--- src/rtl/temp_read_sequencer.sv ---
// rtl/temp_read_sequencer.sv - periodic/triggered I2C temperature read sequencer
// Drives a byte-level I2C master through START, W addr, W ptr, rSTART, R addr, MSB, LSB, STOP.
module temp_read_sequencer #(
  parameter logic [31:0] PERIOD_CYC = 32'd100_000_000,
  parameter logic [6:0]  DEV_ADDR   = 7'h4B,
  parameter logic [7:0]  REG_PTR    = 8'h00
) (
  input  logic        clk,
  input  logic        reset,
  input  logic        auto_en,
  input  logic        trig,
  output logic        cmd_valid,
  input  logic        cmd_ready,
  output logic [2:0]  cmd_op,
  output logic [7:0]  cmd_data,
  input  logic        rsp_valid,
  input  logic        rsp_nack,
  input  logic [7:0]  rsp_data,
  output logic        busy,
  output logic [15:0] raw,
  output logic [7:0]  temp,
  output logic        valid_pulse,
  output logic [7:0]  err_cnt
);

  localparam logic [2:0] OP_START     = 3'd0;
  localparam logic [2:0] OP_WRITE     = 3'd1;
  localparam logic [2:0] OP_READ_ACK  = 3'd2;
  localparam logic [2:0] OP_READ_NACK = 3'd3;
  localparam logic [2:0] OP_STOP      = 3'd4;

  typedef enum logic [3:0] {IDLE, S1, WA, WP, S2, RA, RM, RL, STP, DONE} state_t;

  state_t      state, state_nxt;
  logic        waiting;
  logic        err_flag;
  logic        pending;
  logic [31:0] period_cnt;
  logic [7:0]  msb_sh, lsb_sh;
  logic        wrap, rsp_hit, write_nack, is_cmd;

  assign wrap       = auto_en && (period_cnt == PERIOD_CYC - 32'd1);
  assign rsp_hit    = waiting && rsp_valid;
  assign write_nack = rsp_hit && rsp_nack && (state == WA || state == WP || state == RA);
  assign is_cmd     = (state != IDLE) && (state != DONE);
  // Each command state issues once, then parks with cmd_valid low until its response.
  assign cmd_valid   = is_cmd && !waiting;
  assign busy        = (state != IDLE);
  assign valid_pulse = (state == DONE);
  assign temp        = {raw[14:8], raw[7]};

  always_comb begin
    state_nxt = state;
    cmd_op    = OP_START;
    cmd_data  = 8'h00;
    case (state)
      IDLE: if (pending) state_nxt = S1;
      S1: begin
        cmd_op = OP_START;
        if (rsp_hit) state_nxt = WA;
      end
      WA: begin
        cmd_op   = OP_WRITE;
        cmd_data = {DEV_ADDR, 1'b0};
        if (write_nack) state_nxt = STP;
        else if (rsp_hit) state_nxt = WP;
      end
      WP: begin
        cmd_op   = OP_WRITE;
        cmd_data = REG_PTR;
        if (write_nack) state_nxt = STP;
        else if (rsp_hit) state_nxt = S2;
      end
      S2: begin
        cmd_op = OP_START;
        if (rsp_hit) state_nxt = RA;
      end
      RA: begin
        cmd_op   = OP_WRITE;
        cmd_data = {DEV_ADDR, 1'b1};
        if (write_nack) state_nxt = STP;
        else if (rsp_hit) state_nxt = RM;
      end
      RM: begin
        cmd_op = OP_READ_ACK;
        if (rsp_hit) state_nxt = RL;
      end
      RL: begin
        cmd_op = OP_READ_NACK;
        if (rsp_hit) state_nxt = STP;
      end
      STP: begin
        cmd_op = OP_STOP;
        if (rsp_hit) state_nxt = err_flag ? IDLE : DONE;
      end
      DONE:    state_nxt = IDLE;
      default: state_nxt = IDLE;
    endcase
  end

  always_ff @(posedge clk) begin
    if (reset) begin
      state      <= IDLE;
      waiting    <= 1'b0;
      err_flag   <= 1'b0;
      pending    <= 1'b0;
      period_cnt <= 32'd0;
      msb_sh     <= 8'h00;
      lsb_sh     <= 8'h00;
      raw        <= 16'h0000;
      err_cnt    <= 8'h00;
    end else begin
      state <= state_nxt;

      if (!auto_en || wrap) period_cnt <= 32'd0;
      else                  period_cnt <= period_cnt + 32'd1;

      // A request coinciding with the IDLE->S1 launch is served by that launch.
      if (state == IDLE && pending)  pending <= 1'b0;
      else if (trig || wrap)         pending <= 1'b1;

      if (cmd_valid && cmd_ready) waiting <= 1'b1;
      else if (rsp_hit)           waiting <= 1'b0;

      if (state == IDLE)   err_flag <= 1'b0;
      else if (write_nack) err_flag <= 1'b1;

      if (rsp_hit && state == RM) msb_sh <= rsp_data;
      if (rsp_hit && state == RL) lsb_sh <= rsp_data;

      if (rsp_hit && state == STP) begin
        if (err_flag) begin
          if (err_cnt != 8'hFF) err_cnt <= err_cnt + 8'h01;
        end else begin
          raw <= {msb_sh, lsb_sh};
        end
      end
    end
  end

endmodule

--- config.mk ---
export PLATFORM = sky130hd
export DESIGN_NAME = temp_read_sequencer
export DESIGN_NICKNAME = d
export VERILOG_FILES = /design/src/rtl/temp_read_sequencer.sv
export SDC_FILE = /design/constraint.sdc
export NUM_CORES = 1
export LEC_CHECK = 0
export CORE_UTILIZATION = 55
export CTS_BUF_LIST = sky130_fd_sc_hd__clkbuf_2
export DETAILED_ROUTE_END_ITERATION = 12
export GPL_TIMING_DRIVEN = 0
export HOLD_SLACK_MARGIN = 0.06
export PLACE_DENSITY = 0.86
export SLEW_MARGIN = 10
export SYNTH_ARGS = -nofsm -noshare
export SYNTH_HDL_FRONTEND = slang
export SYNTH_SLANG_ARGS = --single-unit
--- constraint.sdc ---
create_clock -name clk -period 2 [get_ports clk]
set_input_delay 0.2 -clock clk [delete_from_list [all_inputs] [get_ports clk]]
set_output_delay 0.2 -clock clk [all_outputs]
set_load 0.02 [all_outputs]
# [Yosys cells after proc, flatten, opt, wreduce, memory -nomap -nowiden]
# Index checks and enable logic that the tools add are counted.
[totals] reg_bits=79 output_inout_bits=46 word_cells=78
[op_classes] add_sub_neg=2 n_eq_ne=21 n_mux=18 bitwise_logic=1 reduce_logical=27
[ops] op="two-way mux 4 bit" n=13
[ops] op="case mux 4 bit (9 select lines)" n=1
[ops] op="adder 32 x 1 -> 32 bit (second input constant)" n=1
[ops] op="== test 32 x 27 -> 1 bit (second input constant)" n=1
[ops] op="== test 4 x 3 -> 1 bit (second input constant)" n=4
[ops] op="case mux 8 bit (2 select lines)" n=1
[ops] op="!= test 2 bit (second input constant)" n=6
[ops] op="case mux 3 bit (4 select lines)" n=1
[ops] op="logical AND 1 bit" n=11
[ops] op="!= test 3 bit (second input constant)" n=3
[ops] op="AND reduction 9 bit" n=1
[ops] op="adder 8 x 1 -> 8 bit (second input constant)" n=1
[ops] op="== test 4 x 2 -> 1 bit (second input constant)" n=2
[ops] op="== test 4 bit (second input constant)" n=2
[ops] op="!= test 8 bit (second input constant)" n=1
[ops] op="OR reduction 2 bit" n=3
[ops] op="== test 4 x 1 -> 1 bit (second input constant)" n=1
[ops] op="zero test 4 bit" n=1
[ops] op="logical OR 1 bit" n=4
[ops] op="!= test 4 bit (second input constant)" n=1
[ops] op="nonzero test 4 bit" n=1
[ops] op="AND reduction 3 bit" n=1
[ops] op="OR reduction 3 bit" n=1
[ops] op="zero test 1 bit" n=2
[ops] op="4 further kinds" n=5

# [Depth between registers and ports, before layout]
[depth] ltp_word=6 mapped_depth=8 ltp_nobuf=7

# [Worst setup path before layout]
# No wires, ideal clock.
[synth_timing] path_kind="register to register" start="register state[1]" end="register waiting" arrival_time_ps=1640 setup_slack_ps=233 path_stages_with_launch=6 n_path_buf=1 path_cell_list="dfxtp_1 -> clkbuf_1 -> nor3_1 -> nor3_1 -> a21oi_1 -> nor2_1"
[synth_between] elab_chain_len=5
[synth_rtl] item="start, declared" line_no="34" source="state_t state, state_nxt;"
[synth_rtl] item="start signal, assigned" line_no="113" source="state <= state_nxt;"
[synth_rtl] item="!= test 4 bit / nonzero test 4 bit (equally long branches)" line_no="45" source="assign is_cmd = (state != IDLE) && (state != DONE);"
[synth_rtl] item="logical AND 1 bit (*)" line_no="45"
[synth_rtl] item="logical AND 1 bit (*)" line_no="47" source="assign cmd_valid = is_cmd && !waiting;"
[synth_rtl] item="named net cmd_valid" line_no="12" source="output logic cmd_valid,"
[synth_rtl] item="logical AND 1 bit (*)" line_no="122" source="if (cmd_valid && cmd_ready) waiting <= 1'b1;"
[synth_rtl] item="two-way mux 1 bit / nonzero test 2 bit (equally long branches)"
[synth_rtl] item="end signal, assigned" line_no="104" source="waiting <= 1'b0;"
[synth_rtl] item="end signal, assigned" line_no="122"
[synth_rtl] item="end signal, assigned" line_no="123" source="else if (rsp_hit) waiting <= 1'b0;"
[synth_rtl] item="end, declared" line_no="35" source="logic waiting;"
# Mark *: on every way through the listed nets, which the timed path passes. The rest lies on a longest branch.
# A chain may end at the register's enable or synchronous reset.

# [Worst setup path after layout]
[layout_timing] start="register state[2]" end="output port cmd_valid"
[layout_between] elab_chain_len=3
[layout_rtl] item="!= test 4 bit / nonzero test 4 bit (equally long branches)" line_no="45"
[layout_rtl] item="logical AND 1 bit (*)" line_no="45"
[layout_rtl] item="logical AND 1 bit (*)" line_no="47"
[layout_rtl] item="end, declared" line_no="12"
# Every way passes the cells marked *; elsewhere a longest branch is shown, timed or not.

==> impl_metrics.ini <==
[global_routing]
grt_use_met3 = 0.0637
grt_overflow_total = 0
grt_usage = 0.242
grt_first_pass_wirelength_um = 12300
grt_max_degree = 14
met2_usage = 0.425
grt_pass1_vias = 2781
top_usage_layer = met2
antenna_found_initial = 0
grt_use_met1 = 0.278

[sta]
period_minus_slack_ns = 1.97
fin_skew_ns = 0.0361
fin_crit_sh = 0.987
fmax_mhz = 507
rsz0062_at_grt = yes
slew_viol_final = 0
hold_ws_ns = 0.277
slew_headroom = 0.584
fin_setup_tns_ns = 0
hold_viol = 0
finalWorstSetupSlack_ns = 0.0265
worst_pin_slew_ns = 0.620
finalSetupViolCount = 0

[cells_and_area]
final_cells = 572
multi_input_area_um2 = 1800
fillers = 438
num-nets-final = 510
drive_gt1_frac = 0.161
diodes = 0
seq_area_um2 = 1590
synthToLayoutAreaGrowth_pct = 25.1

[clocking]
cts_buffer_depth = 2
cts_sinks = 79
path_clk_slew_ns = 0.23
numCtsBuffers = 9
cts_max_level = 3
cts_tree = built
holdBufCountCts = 0
root_buffer = clkbuf_2
clock_latency_ns = 0.54

[critical_path]
critical_path_class = reg -> out
critPathCaptureType = output pin
critPathMaxFanout = 7
worst_setup_path_start_kind = flip-flop
crit_arrival_ns = 1.77
cp_data_required_time_ns = 1.80

[synthesis]
synth.distinct_cells = 53
async_flop_share = 0
synth_area_leader_cell = dfxtp_1
ys.flop_type = dfxtp_1
synth.avg_cell_area_um2 = 8.55
synth.most_common_cell = dfxtp_1
synthTopCellsByCount = dfxtp_1, nor2_1, nand2_1
mappedNetlistArea_um2 = 3550
ys_ff_latch = 79
yosysWarnings = 0
ys_top_cells_by_area = dfxtp_1, nor2_1, nand2_1, mux2i_1, a21oi_1
synth_top_cell_area_share = 0.446
ys_seq_area_frac = 0.446
synthesis.instances = 415
synth_edf_count = 0

[die]
num_rows = 28
core_area_um2 = 6060
io_pins = 61
fp.dieH_um = 82.3
die_x_um = 82.3
start_util = 0.585
die_area_um2 = 6780

[placed_design]
place_ws_ns = -0.0984
dpl.hpwl_um = 5610
dp.cells = 549
gp_congestion = 0.881
port_buffers = 57

[route]
drtPass1Iterations = 4
initialDrtViolationCount = 132
vias = 3212
drt-wirelength-per-cell_um = 14.1
drc = 0
postRouteWirelength_um = 8070
via_per_inst = 5.62
antenna_left = 0

[power]
switchingPower_mw = 0.664
p_int_mw = 1.94
power_frac_seq = 0.610
p_comb_frac = 0.068
power_density_nw_per_um2 = 587
swShare = 0.255
vdd_drop_max_mv = 0.300
p_leak_nw = 1.60
clockPowerShare = 0.321
finalPower_mw = 2.61

[outcome]
status = finished clean

[job]
cap_violations = 0

[hold_path]
hold_class = in -> reg
critical path, cell delays in order (launching register included):
cell and delay [ns]:
dfxtp_2 0.38, buf_6 0.13, nor4_4 0.32, buf_4 0.17
nor3_1 0.05, buf_2 0.17
cells by family (layout without fill, tap and decap cells):
| logic type | after synthesis | after routing | synth area share |
|---|---|---|---|
| buffers and inverters | 43 | 123 | 0.0652 |
| xor gates and xnor gates | 28 | 28 | 0.0691 |
| AOI/OAI and AO/OA | 57 | 57 | 0.0977 |
| adders and majority gates | 2 | 2 | 0.00705 |
| other | 1 | 3 | 0.00106 |
| and+or+nand+nor | 187 | 187 | 0.263 |
| muxes | 18 | 18 | 0.0508 |
| DFF | 79 | 79 | 0.446 |
placed cells by master, fill, tap and decap left out, types with 3 or more instances in the layout:
master	netlist	final
a211oi_1	4	4
a21oi_1	30	30
clkbuf_1	10	7
conb_1	1	3
buf_6	1	5
clkbuf_2	0	13
xor2_1	17	17
o21ai_0	9	9
nand2_1	51	50
mux2i_1	18	18
buf_4	15	22
nand4_1	12	12
buf_2	5	8
inv_1	11	11
dfxtp_2	0	6
clkdlybuf4s50_1	0	46
nor3_4	2	3
nor2_1	61	60
nand3_1	16	15
and3_1	4	4
nor4_1	3	3
xnor2_1	11	11
and2_1	3	3
nor3_1	11	8
dfxtp_1	79	72
nor3_2	1	3
or3_1	6	6
through the flow:
step                       util  cell area, um^2
after floorplan               -             3560
after global placement    0.696             4220
after detailed placement  0.696             4220
after CTS                 0.724             4390
after global routing      0.733             4440
final                     0.733             4440
per-layer routing:
layer	share of wire	vias up
met2	0.50	99
met3	0.054	24
met5	0	-
li1	-	1563
met4	0.024	0
met1	0.42	1526
state kept, by name (all words and copies together), names as in the netlist:
signal / count
waiting: 1
lsb_sh: 8
state: 4
raw: 16
err_cnt: 8
msb_sh: 8
pending: 1
period_cnt: 32
err_flag: 1
area by class of cell:
cell class,instances,area share
Buffer,31,0.0448
Clock buffer,9,0.0101
Sequential cell,79,0.359
Multi-Input combinational cell,295,0.406
Clock inverter,6,0.0135
Timing Repair Buffer,65,0.136
Tap cell,75,0.0211
Inverter,12,0.0101
final timing paths:
path,from,to,slack (ns),cells past startpoint
max,state[2],cmd_valid,0.03,5
min,auto_en,period_cnt[8],0.28,3
max reg2reg,state[2],raw[5],0.08,8
min reg2reg,lsb_sh[6],raw[6],0.47,2
power groups by stage:
| stage | Clock [mW] | Combinational [mW] | Sequential [mW] |
|---|---|---|---|
| 2_1_floorplan | 0 | 0.0926 | 1.62 |
| 3_3_place_gp | 0 | 0.156 | 1.62 |
| 3_5_place_dp | 0 | 0.157 | 1.62 |
| 4_1_cts | 0.847 | 0.167 | 1.59 |
| 5_1_grt | 0.907 | 0.192 | 1.59 |
| 6_report | 0.838 | 0.179 | 1.59 |
repair_timing:
action                     CTS  global route
pin swaps                    3             4
setup endpoints to repair   15            44
gates resized for setup     51            18
setup buffers                4             4
(Power assumes the default switching activity.)
